## config.mk

```make
export PLATFORM = sky130hd
export DESIGN_NAME = ecc_point_mult
export DESIGN_NICKNAME = d
export VERILOG_FILES = /design/src/rtl/ecc_point_mult.sv
export SDC_FILE = /design/constraint.sdc
export NUM_CORES = 2
export LEC_CHECK = 0
export CAP_MARGIN = 30
export CORE_MARGIN = 2
export CORE_UTILIZATION = 50
export DETAILED_ROUTE_END_ITERATION = 12
export GPL_TIMING_DRIVEN = 0
export PLACE_DENSITY = 0.69
export SETUP_SLACK_MARGIN = 0.05
export SLEW_MARGIN = 20
export SYNTH_ARGS = -nofsm -noshare
export SYNTH_HDL_FRONTEND = slang
export SYNTH_SLANG_ARGS = --single-unit
```

## constraint.sdc

```tcl
create_clock -name i_clk -period 13.7 [get_ports i_clk]
set_clock_uncertainty 0.05 [all_clocks]
set_input_delay 2.055 -clock i_clk [delete_from_list [all_inputs] [get_ports i_clk]]
set_output_delay 2.055 -clock i_clk [all_outputs]
set_load 0.01 [all_outputs]
```

## src/rtl/ecc_point_mult.sv

```systemverilog
// ecc_point_mult: sequential scalar multiplier Q = k*P on y^2 = x^3 + a*x + b over GF(p).
// Left-to-right double-and-add with shift-and-add modular multiply and
// binary extended-Euclid inversion.
// Ports:
//   i_clk, i_rst      clock, asynchronous active-low reset
//   i_start           first (most-significant) nibble of a new operand set
//   a, prime, k,
//   Px, Py            4-bit nibble-serial operand inputs, MSN first
//   kPx, kPy          affine result; point at infinity reported as (0,0)
//   raw1              status: [31] done, [30] result is O, [29:24] bit index,
//                     [3:0] FSM state code
module ecc_point_mult #(
  parameter int unsigned SIZE = 32
) (
  input  logic            i_clk,
  input  logic            i_rst,
  input  logic            i_start,
  input  logic [3:0]      a,
  input  logic [3:0]      prime,
  input  logic [3:0]      k,
  input  logic [3:0]      Px,
  input  logic [3:0]      Py,
  output logic [SIZE-1:0] kPx,
  output logic [SIZE-1:0] kPy,
  output logic [31:0]     raw1
);

  localparam int unsigned NIB = SIZE / 4;
  localparam int unsigned CW  = (NIB > 2) ? $clog2(NIB) : 1;
  localparam int unsigned BW  = $clog2(SIZE);

  typedef enum logic [3:0] {
    ST_IDLE    = 4'd0,
    ST_LOAD    = 4'd1,
    ST_COMPUTE = 4'd2,   // bit entry; also performs the doubling dispatch
    ST_DONE    = 4'd3,
    ST_DNUM    = 4'd4,
    ST_ADD     = 4'd5,
    ST_INV     = 4'd6,
    ST_LAM     = 4'd7,
    ST_X3      = 4'd8,
    ST_Y3      = 4'd9,
    ST_POST    = 4'd10,
    ST_MUL     = 4'd11,
    ST_FIN     = 4'd12
  } state_t;

  // (x + y) mod m for x, y < m
  function automatic logic [SIZE-1:0] mod_add(input logic [SIZE-1:0] x, input logic [SIZE-1:0] y,
                                              input logic [SIZE-1:0] m);
    logic [SIZE:0] s;
    s = {1'b0, x} + {1'b0, y};
    if (s >= {1'b0, m}) s = s - {1'b0, m};
    return s[SIZE-1:0];
  endfunction

  // (x - y) mod m for x, y < m
  function automatic logic [SIZE-1:0] mod_sub(input logic [SIZE-1:0] x, input logic [SIZE-1:0] y,
                                              input logic [SIZE-1:0] m);
    logic [SIZE:0] d;
    d = {1'b0, x} - {1'b0, y};
    if (d[SIZE]) d = d + {1'b0, m};
    return d[SIZE-1:0];
  endfunction

  // x/2 mod m for odd m
  function automatic logic [SIZE-1:0] mod_half(input logic [SIZE-1:0] x, input logic [SIZE-1:0] m);
    logic [SIZE:0] s;
    s = x[0] ? ({1'b0, x} + {1'b0, m}) : {1'b0, x};
    return s[SIZE:1];
  endfunction

  state_t state, state_nx, mul_ret, mul_ret_nx;

  logic [SIZE-1:0] a_r, p_r, k_r, px_r, py_r;
  logic [SIZE-1:0] a_nx, p_nx, k_nx, px_nx, py_nx;
  logic [CW-1:0]   nib_cnt, nib_cnt_nx;
  logic [SIZE-1:0] qx, qy, qx_nx, qy_nx;
  logic            q_inf, q_inf_nx;
  logic [BW-1:0]   bit_idx, bit_idx_nx;
  logic            phase_add, phase_add_nx;
  logic [SIZE-1:0] num_r, num_nx, xo_r, xo_nx, lam_r, lam_nx, t_r, t_nx;
  logic [SIZE-1:0] u_r, u_nx, v_r, v_nx, ix1_r, ix1_nx, ix2_r, ix2_nx;
  logic [SIZE-1:0] mul_a, mul_a_nx, mul_b, mul_b_nx, mul_acc, mul_acc_nx;
  logic [BW-1:0]   mul_cnt, mul_cnt_nx;
  logic [SIZE-1:0] kpx_nx, kpy_nx;
  logic            res_inf, res_inf_nx;
  logic [31:0]     raw1_nx;

  // Shared decisions used by both the next-state and datapath logic
  state_t          post_c;
  logic            dbl_trivial_c, add_dbl_c, inv_done_c;
  logic [SIZE-1:0] inv_c, x3_c, mul_step_c, addend_c;

  assign post_c        = (!phase_add && k_r[bit_idx]) ? ST_ADD
                       : ((bit_idx == '0) ? ST_FIN : ST_COMPUTE);
  assign dbl_trivial_c = q_inf || (qy == '0);
  assign add_dbl_c     = !q_inf && (qx == px_r) && (qy == py_r);
  // Zero checks only guard against operands that violate the gcd precondition
  assign inv_done_c    = (u_r == SIZE'(1)) || (v_r == SIZE'(1)) || (u_r == '0) || (v_r == '0);
  assign inv_c         = (u_r == SIZE'(1)) ? ix1_r : ix2_r;
  assign x3_c          = mod_sub(mod_sub(mul_acc, qx, p_r), xo_r, p_r);
  assign addend_c      = mul_b[mul_cnt] ? mul_a : '0;
  assign mul_step_c    = mod_add(mod_add(mul_acc, mul_acc, p_r), addend_c, p_r);

  // State register
  always_ff @(posedge i_clk or negedge i_rst) begin
    if (!i_rst) state <= ST_IDLE;
    else        state <= state_nx;
  end

  // Next-state logic
  always_comb begin
    state_nx = state;
    case (state)
      ST_IDLE, ST_DONE: if (i_start) state_nx = ST_LOAD;
      ST_LOAD:    if (nib_cnt == CW'(NIB - 2)) state_nx = ST_COMPUTE;
      ST_COMPUTE: state_nx = dbl_trivial_c ? post_c : ST_MUL;
      ST_DNUM:    state_nx = ST_INV;
      ST_ADD: begin
        if (q_inf)           state_nx = post_c;
        else if (qx == px_r) state_nx = (qy == py_r) ? ST_COMPUTE : post_c;
        else                 state_nx = ST_INV;
      end
      ST_INV:     if (inv_done_c) state_nx = ST_MUL;
      ST_LAM:     state_nx = ST_MUL;
      ST_X3:      state_nx = ST_MUL;
      ST_Y3:      state_nx = ST_POST;
      ST_POST:    state_nx = post_c;
      ST_MUL:     if (mul_cnt == '0) state_nx = mul_ret;
      ST_FIN:     state_nx = ST_DONE;
      default:    state_nx = ST_IDLE;
    endcase
  end

  // Datapath and output next values
  always_comb begin
    a_nx = a_r;  p_nx = p_r;  k_nx = k_r;  px_nx = px_r;  py_nx = py_r;
    nib_cnt_nx   = nib_cnt;
    qx_nx        = qx;
    qy_nx        = qy;
    q_inf_nx     = q_inf;
    bit_idx_nx   = bit_idx;
    phase_add_nx = phase_add;
    num_nx = num_r;  xo_nx = xo_r;  lam_nx = lam_r;  t_nx = t_r;
    u_nx = u_r;  v_nx = v_r;  ix1_nx = ix1_r;  ix2_nx = ix2_r;
    mul_a_nx   = mul_a;
    mul_b_nx   = mul_b;
    mul_acc_nx = mul_acc;
    mul_cnt_nx = mul_cnt;
    mul_ret_nx = mul_ret;
    kpx_nx     = kPx;
    kpy_nx     = kPy;
    res_inf_nx = res_inf;

    case (state)
      ST_IDLE, ST_DONE: begin
        if (i_start) begin
          a_nx  = {a,     {(SIZE-4){1'b0}}};
          p_nx  = {prime, {(SIZE-4){1'b0}}};
          k_nx  = {k,     {(SIZE-4){1'b0}}};
          px_nx = {Px,    {(SIZE-4){1'b0}}};
          py_nx = {Py,    {(SIZE-4){1'b0}}};
          nib_cnt_nx = '0;
        end
      end
      ST_LOAD: begin
        a_nx  = {a_r[SIZE-5:0],  a};
        p_nx  = {p_r[SIZE-5:0],  prime};
        k_nx  = {k_r[SIZE-5:0],  k};
        px_nx = {px_r[SIZE-5:0], Px};
        py_nx = {py_r[SIZE-5:0], Py};
        nib_cnt_nx = nib_cnt + CW'(1);
        if (nib_cnt == CW'(NIB - 2)) begin
          qx_nx        = '0;
          qy_nx        = '0;
          q_inf_nx     = 1'b1;
          bit_idx_nx   = BW'(SIZE - 1);
          phase_add_nx = 1'b0;
        end
      end
      ST_COMPUTE: begin
        if (dbl_trivial_c) begin
          q_inf_nx = 1'b1;
        end else begin
          mul_a_nx = qx;  mul_b_nx = qx;  mul_acc_nx = '0;
          mul_cnt_nx = BW'(SIZE - 1);  mul_ret_nx = ST_DNUM;
        end
      end
      ST_DNUM: begin
        // numerator 3x^2 + a, denominator 2y
        num_nx = mod_add(mod_add(mod_add(mul_acc, mul_acc, p_r), mul_acc, p_r), a_r, p_r);
        xo_nx  = qx;
        u_nx   = mod_add(qy, qy, p_r);
        v_nx   = p_r;
        ix1_nx = SIZE'(1);
        ix2_nx = '0;
      end
      ST_ADD: begin
        if (q_inf) begin
          qx_nx    = px_r;
          qy_nx    = py_r;
          q_inf_nx = 1'b0;
        end else if (qx == px_r) begin
          if (qy != py_r) q_inf_nx = 1'b1;
        end else begin
          num_nx = mod_sub(py_r, qy, p_r);
          xo_nx  = px_r;
          u_nx   = mod_sub(px_r, qx, p_r);
          v_nx   = p_r;
          ix1_nx = SIZE'(1);
          ix2_nx = '0;
        end
      end
      ST_INV: begin
        // Invariants: ix1*den == u, ix2*den == v (mod p)
        if (inv_done_c) begin
          mul_a_nx = num_r;  mul_b_nx = inv_c;  mul_acc_nx = '0;
          mul_cnt_nx = BW'(SIZE - 1);  mul_ret_nx = ST_LAM;
        end else if (!u_r[0]) begin
          u_nx   = u_r >> 1;
          ix1_nx = mod_half(ix1_r, p_r);
        end else if (!v_r[0]) begin
          v_nx   = v_r >> 1;
          ix2_nx = mod_half(ix2_r, p_r);
        end else if (u_r >= v_r) begin
          u_nx   = u_r - v_r;
          ix1_nx = mod_sub(ix1_r, ix2_r, p_r);
        end else begin
          v_nx   = v_r - u_r;
          ix2_nx = mod_sub(ix2_r, ix1_r, p_r);
        end
      end
      ST_LAM: begin
        lam_nx   = mul_acc;
        mul_a_nx = mul_acc;  mul_b_nx = mul_acc;  mul_acc_nx = '0;
        mul_cnt_nx = BW'(SIZE - 1);  mul_ret_nx = ST_X3;
      end
      ST_X3: begin
        t_nx     = x3_c;
        mul_a_nx = lam_r;  mul_b_nx = mod_sub(qx, x3_c, p_r);  mul_acc_nx = '0;
        mul_cnt_nx = BW'(SIZE - 1);  mul_ret_nx = ST_Y3;
      end
      ST_Y3: begin
        qx_nx    = t_r;
        qy_nx    = mod_sub(mul_acc, qy, p_r);
        q_inf_nx = 1'b0;
      end
      ST_MUL: begin
        mul_acc_nx = mul_step_c;
        mul_cnt_nx = mul_cnt - BW'(1);
      end
      ST_FIN: begin
        kpx_nx     = q_inf ? '0 : qx;
        kpy_nx     = q_inf ? '0 : qy;
        res_inf_nx = q_inf;
      end
      default: ;
    endcase

    // Bit bookkeeping: entering ADD starts the add phase; moving on to the
    // next bit happens on any return to COMPUTE except an add that degenerates
    // into a doubling of Q.
    if (state_nx == ST_ADD && state != ST_ADD) phase_add_nx = 1'b1;
    if (state_nx == ST_COMPUTE &&
        (state == ST_COMPUTE || state == ST_POST || (state == ST_ADD && !add_dbl_c))) begin
      bit_idx_nx   = bit_idx - BW'(1);
      phase_add_nx = 1'b0;
    end

    raw1_nx = {(state_nx == ST_DONE), res_inf_nx, 6'(bit_idx_nx), 20'd0, state_nx};
  end

  // Datapath and output registers
  always_ff @(posedge i_clk or negedge i_rst) begin
    if (!i_rst) begin
      a_r <= '0;  p_r <= '0;  k_r <= '0;  px_r <= '0;  py_r <= '0;
      nib_cnt   <= '0;
      qx        <= '0;
      qy        <= '0;
      q_inf     <= 1'b1;
      bit_idx   <= '0;
      phase_add <= 1'b0;
      num_r <= '0;  xo_r <= '0;  lam_r <= '0;  t_r <= '0;
      u_r <= '0;  v_r <= '0;  ix1_r <= '0;  ix2_r <= '0;
      mul_a   <= '0;
      mul_b   <= '0;
      mul_acc <= '0;
      mul_cnt <= '0;
      mul_ret <= ST_IDLE;
      kPx     <= '0;
      kPy     <= '0;
      res_inf <= 1'b0;
      raw1    <= '0;
    end else begin
      a_r <= a_nx;  p_r <= p_nx;  k_r <= k_nx;  px_r <= px_nx;  py_r <= py_nx;
      nib_cnt   <= nib_cnt_nx;
      qx        <= qx_nx;
      qy        <= qy_nx;
      q_inf     <= q_inf_nx;
      bit_idx   <= bit_idx_nx;
      phase_add <= phase_add_nx;
      num_r <= num_nx;  xo_r <= xo_nx;  lam_r <= lam_nx;  t_r <= t_nx;
      u_r <= u_nx;  v_r <= v_nx;  ix1_r <= ix1_nx;  ix2_r <= ix2_nx;
      mul_a   <= mul_a_nx;
      mul_b   <= mul_b_nx;
      mul_acc <= mul_acc_nx;
      mul_cnt <= mul_cnt_nx;
      mul_ret <= mul_ret_nx;
      kPx     <= kpx_nx;
      kPy     <= kpy_nx;
      res_inf <= res_inf_nx;
      raw1    <= raw1_nx;
    end
  end

endmodule

```

* Word-level counts from Yosys, hierarchy flattened
Cells that the tools add are included.
** Word-level totals
- Memories kept :: 0
- Word-level logic and storage cells :: 265
- Input bits :: 23
- Output and inout port bits :: 96
- Memory bits (writable) :: 0
- Latch bits :: 0
- Bits in registers :: 675
- Bits in read-only memories :: 0
** Operators by class
- Multipliers :: 0
- Divide/modulo/power cells :: 0
- $add $sub $neg :: 33
- Reduce and logical (&&, ||, !) cells :: 43
- Equal/unequal tests :: 35
- Bitwise gates (word level) :: 0
- Shift operators :: 0
- Mux-type cells :: 115
- Magnitude comparators :: 8
** Operators by type and width (count)
- 2-to-1 mux 32 bit :: 60
- case mux 32 bit (3 select lines) :: 6
- case mux 32 bit (2 select lines) :: 7
- case mux 32 bit (4 select lines) :: 3
- subtractor 32 x 32 -> 33 bit :: 8
- adder 32 bit :: 8
- adder 32 x 32 -> 33 bit :: 7
- subtractor 32 bit :: 7
- greater-or-equal comparator 33 x 32 -> 1 bit :: 5
- logical NOT 32 bit :: 3
- 2-to-1 mux 33 bit :: 2
- equality test 32 x 1 -> 1 bit (second input constant) :: 2
- equality test 32 bit :: 2
- 2-to-1 mux 4 bit :: 12
- case mux 4 bit (11 select lines) :: 1
- greater-or-equal comparator 32 bit :: 1
- != test 32 bit :: 1
- 2-to-1 mux 5 bit :: 5
- equality test 4 x 3 -> 1 bit (second input constant) :: 5
- equality test 4 bit (second input constant) :: 5
- != test 2 bit (second input constant) :: 10
- case mux 5 bit (4 select lines) :: 1
- equality test 4 x 2 -> 1 bit (second input constant) :: 4
- case mux 4 bit (4 select lines) :: 1
- 26 further kinds :: 68

* Logic depth before layout (Yosys ltp)
- Depth after elaboration :: 12
- Gate-level depth with buffers :: 73
- Gate-level depth less buffers :: 68

* Least setup slack after synthesis
OpenSTA, ideal clock, no wires.
- Path type :: register to register
- Start :: register p_r[1]
- End :: register num_r[22]
- Required time :: 13524 ps
- Path buffers :: 4
- Clock period less this slack :: 13538 ps
- Stages on the path, launching flop included :: 65
- Library setup time :: 126 ps
- Slack :: 162 ps
- Data arrival time :: 13362 ps
- Cells stage by stage :: dfrtp_1 > inv_1 > ha_1 > nor2b_1 > o21a_1 > o21ai_0 > a21oi_1 > a211oi_1 > o41a_1 > o211ai_1 > a21oi_2 > nor2_1 > nor3_1 > o21ai_1 > a211oi_2 > buf_2 > mux2_2 > fa_1 > [29 not listed] > a21oi_1 > o2111ai_1 > a21boi_0 > or2_2 > xor2_1 > ha_1 > a21o_1 > a21o_1 > a21oi_1 > o21ai_0 > a21oi_1 > o21ai_1 > a2111oi_2 > o21ba_2 > clkbuf_1 > clkbuf_1 > o21ai_0 > a221o_1
** On the way
- Longest elaborated chain between the ends :: 11
- Elaborated cells between the ends (all ways) :: 18
- Classes of those cells :: add/sub (6); order compare (3); mux (9)
** RTL lines
- from (decl) :: line 75 : logic [SIZE-1:0] a_r, p_r, k_r, px_r, py_r;
- from (signal assigned) :: line 296 : a_r <= a_nx; p_r <= p_nx; k_r <= k_nx; px_r <= px_nx; py_r <= py_nx;
- subtractor 32 bit / greater-or-equal comparator 33 x 32 -> 1 bit (equally long branches) :: line 53 : if (s >= {1'b0, m}) s = s - {1'b0, m};
- 2-to-1 mux 32 bit :: line 53
- 2-to-1 mux 32 bit :: line 156 : case (state)
- adder 32 x 32 -> 33 bit :: line 52 : s = {1'b0, x} + {1'b0, y};
- subtractor 32 bit / greater-or-equal comparator 33 x 32 -> 1 bit (equally long branches) :: line 53
- 2-to-1 mux 32 bit :: line 53
- 2-to-1 mux 32 bit :: line 156
- adder 32 x 32 -> 33 bit :: line 52
- subtractor 32 bit / greater-or-equal comparator 33 x 32 -> 1 bit (equally long branches) :: line 53
- 2-to-1 mux 32 bit :: line 53
- case mux 32 bit (2 select lines) (*) :: line 156
- to (signal assigned) :: line 303 : num_r <= num_nx; xo_r <= xo_nx; lam_r <= lam_nx; t_r <= t_nx;
- to (decl) :: line 82 : logic [SIZE-1:0] num_r, num_nx, xo_r, xo_nx, lam_r, lam_nx, t_r, t_nx;
Every way passes the cells marked *; elsewhere a longest branch is shown, timed or not. The select of a mux whose other input is x is not followed.
A chain may end at the register's enable or synchronous reset.

* Worst setup path in the final report
- Start :: register p_r[20]
- End :: register num_r[28]
The elaborated chain is that of the path after synthesis.

==> flow_summary.yaml <==
timing:
  relSlewSlack_pct: 8.89
  setup_slack_ns: 0.124
  period_minus_slack_ns: 13.58
  hold_slack_ns: 0.434
  fmax_ghz: 0.0737
  period_share_pct: 99.1
  setup-violations-final: 0
  worst_pin_slew_ns: 1.37
  final-hold-violation-count: 0
  final_max_slew_viol_count: 0
yosys:
  netlist_area_mm2: 0.0768
  yosys_register_bits: 665
  yosysWarnings: 0
  synth-main-ff-cell: "dfrtp_1"
  ys_async_sr_fraction_pct: 100
  synth_seq_area_share_pct: 21.7
  synth_top_area_share_pct: 21.6
  synth-edff-count: 0
  synthTopCellsByArea: "dfrtp_1 (22%), ha_1 (15%), a21oi_1 (6.1%)"
  yosysUniqueCellTypes: 103
  synthCells: 9879
  avgSynthCellArea_um2: 7.77
  post-synth-top-area-cell: "dfrtp_1"
floorplan:
  ios: 119
  core.rowCount: 143
  die_h_um: 396
  start_util_pct: 50.4
  die_w_um: 396
  dieArea_mm2: 0.157
  core_region_area_mm2: 0.152
critical_path:
  timing.critical_path.from: "p_r[20]$_DFFE_PN0P_"
  r2r_cells: 58
  cp.required_ns: 14.34
  worst_path_largest_cell_delay_ns: 0.96
  r2r_slack_ns: 0.12
  slowest_stage: "dfrtp_4"
  rr_endpoint: "num_r[28]$_DFFE_PN0P_"
  crit_type: "reg2reg"
  critPathCaptureType: "flip-flop"
  crit_arrival_ns: 14.22
  crit_fanout: 14
  critPathCapture: "num_r[28]$_DFFE_PN0P_"
  cp-start-kind: "flip-flop"
  reg2reg_from: "p_r[20]$_DFFE_PN0P_"
min_path:
  hp-class: "reg2reg"
  min_from: "t_r[16]$_DFFE_PN0P_"
routing:
  num_vias: 85700
  ant_nets: 0
  wl_per_cell_um: 31.9
  detail_route.first_pass.iterations: 8
  vias_per_cell: 6.89
  drtIter0Drc: 12700
  drc: 0
  drt-total-wl_mm: 397
clocking:
  cts_buffers: 85
  hold_buffers: 0
  clk_pin_slew_ns: 0.07
  cts_htree_levels: 3
  cts-root-buf: "clkbuf_16"
  cts_sinks: 665
  clkLatencyLatePin_ns: 0.76
  clockBufferDepth: 3
  cts_tree: "done"
grt:
  grt_pass1_vias: 77800
  grt_pass1_wl_mm: 554
  groute.usage.overall_pct: 48.7
  grt_max_degree: 96
  antenna_found_initial: 46
  overflow: 0
layout:
  postLayoutCoreUtil_pct: 57.2
  drive_gt1_share_pct: 8.05
  final_nets: 11200
  syn_to_final_growth_pct: 13.4
place:
  post-place-ws_ns: -3.36
  dp_hpwl_mm: 305
  port_buffers: 97
  place.gp.congestion: 1.13
job:
  maxCapViolations: 0
outcome:
  status: "finished, final reports clean"
-- layer usage --
| layer | share of wire (%) | up-vias | global-route usage [%] |
|---|---|---|---|
| met1 | 37 | 40700 | 61.1 |
| met3 | 15 | 1655 | 19.4 |
| li1 | - | 36900 | - |
| met2 | 38 | 6472 | 65.3 |
| met4 | 9.8 | 18 | 39.2 |
| met5 | 0.029 | - | 0.554 |
-- synth_stat cells, types with 139 or more instances --
library cell	number
a21o_1	387
a21oi_1	935
a31oi_1	149
clkbuf_1	359
dfrtp_1	664
ha_1	890
inv_1	530
nand2_1	1035
nand3_1	206
nor2_1	720
nor2b_1	142
nor3_1	186
o21ai_0	851
o31ai_1	139
xnor2_1	488
xor2_1	261
-- what timing repair did --
item | in CTS | in global routing
gates resized for setup | 141 | 177
gates cloned | 0 | 1
setup buffers | 59 | 54
pin swaps | 19 | 67
endpoints found under the setup margin | 47 | 44
-- final cells by class --
class	instances	area [um^2]
plain buffers	442	1920
well taps	2030	2540
diodes	50	125
multi-input cells	8254	57400
clock inverters	49	611
fillers	14400	65200
clock buffers	107	2310
repair buffers	301	3330
inverters	533	2100
flip-flops and latches	665	16800
-- how the worst min path moves through the flow --
stage                      endpoint  slack [ns]  depth (start not counted)
6_report        t_r[16]$_DFFE_PN0P_        0.43                          2
2_1_floorplan  num_r[9]$_DFFE_PN0P_        0.39                          2
5_1_grt          kPx[4]$_DFFE_PN0N_        0.45                          2
4_1_cts         kPx[27]$_DFFE_PN0N_        0.43                          2
3_5_place_dp    kPy[23]$_DFFE_PN0N_        0.42                          2
3_3_place_gp    t_r[14]$_DFFE_PN0P_        0.41                          2
-- critical path: cells and delay by family (launching register included) --
kind            cells  cell delay (ns)
compound gates     32             6.82
fa+ha+maj           6             2.18
simple gates       11             1.51
buf+inv             5             1.16
flops               1             0.96
xor+xnor            3             0.46
mux                 1             0.34
-- cells in the final DEF (no fill, tap or decap), types with 130 or more instances in the layout --
| cell | netlist | routed |
|---|---|---|
| a21o_1 | 387 | 387 |
| a21oi_1 | 935 | 899 |
| a31oi_1 | 149 | 146 |
| buf_4 | 29 | 151 |
| clkbuf_1 | 359 | 346 |
| dfrtp_1 | 664 | 622 |
| ha_1 | 890 | 872 |
| inv_1 | 530 | 507 |
| nand2_1 | 1035 | 1035 |
| nand3_1 | 206 | 205 |
| nor2_1 | 720 | 714 |
| nor2b_1 | 142 | 142 |
| nor3_1 | 186 | 180 |
| o21a_1 | 130 | 130 |
| o21ai_0 | 851 | 819 |
| o21bai_1 | 134 | 134 |
| o31ai_1 | 139 | 135 |
| xnor2_1 | 488 | 475 |
| xor2_1 | 261 | 255 |
-- logic make-up (layout without fill, tap and decap cells) --
| group | Yosys count | after routing | synth area share, % |
|---|---|---|---|
| flip-flops | 665 | 665 | 21.7 |
| multiplexers | 221 | 221 | 3.36 |
| AO/OA/AOI/OAI | 3532 | 3532 | 29.4 |
| buffers and inverters | 980 | 1432 | 4.98 |
| AND/OR/NAND/NOR | 2810 | 2810 | 16.8 |
| adder cells (fa/ha/maj) | 921 | 921 | 15.3 |
| other | 1 | 71 | 0.00489 |
| XOR/XNOR | 749 | 749 | 8.55 |
-- through the flow --
stage | setup TNS (ns) | std cells | instance area [um^2]
floorplan | 0 | 9899 | 76800
finish | 0 | 12400 | 87100
CTS | 0 | 12300 | 85600
global placement | - | 12000 | 80300
global route | -0.501 | 12400 | 87000
detailed placement | -106.40 | 12100 | 81700
Power is left out: the tool's default activity adds up to more than one toggle a clock period on the data nets, which glitch-free logic cannot reach.
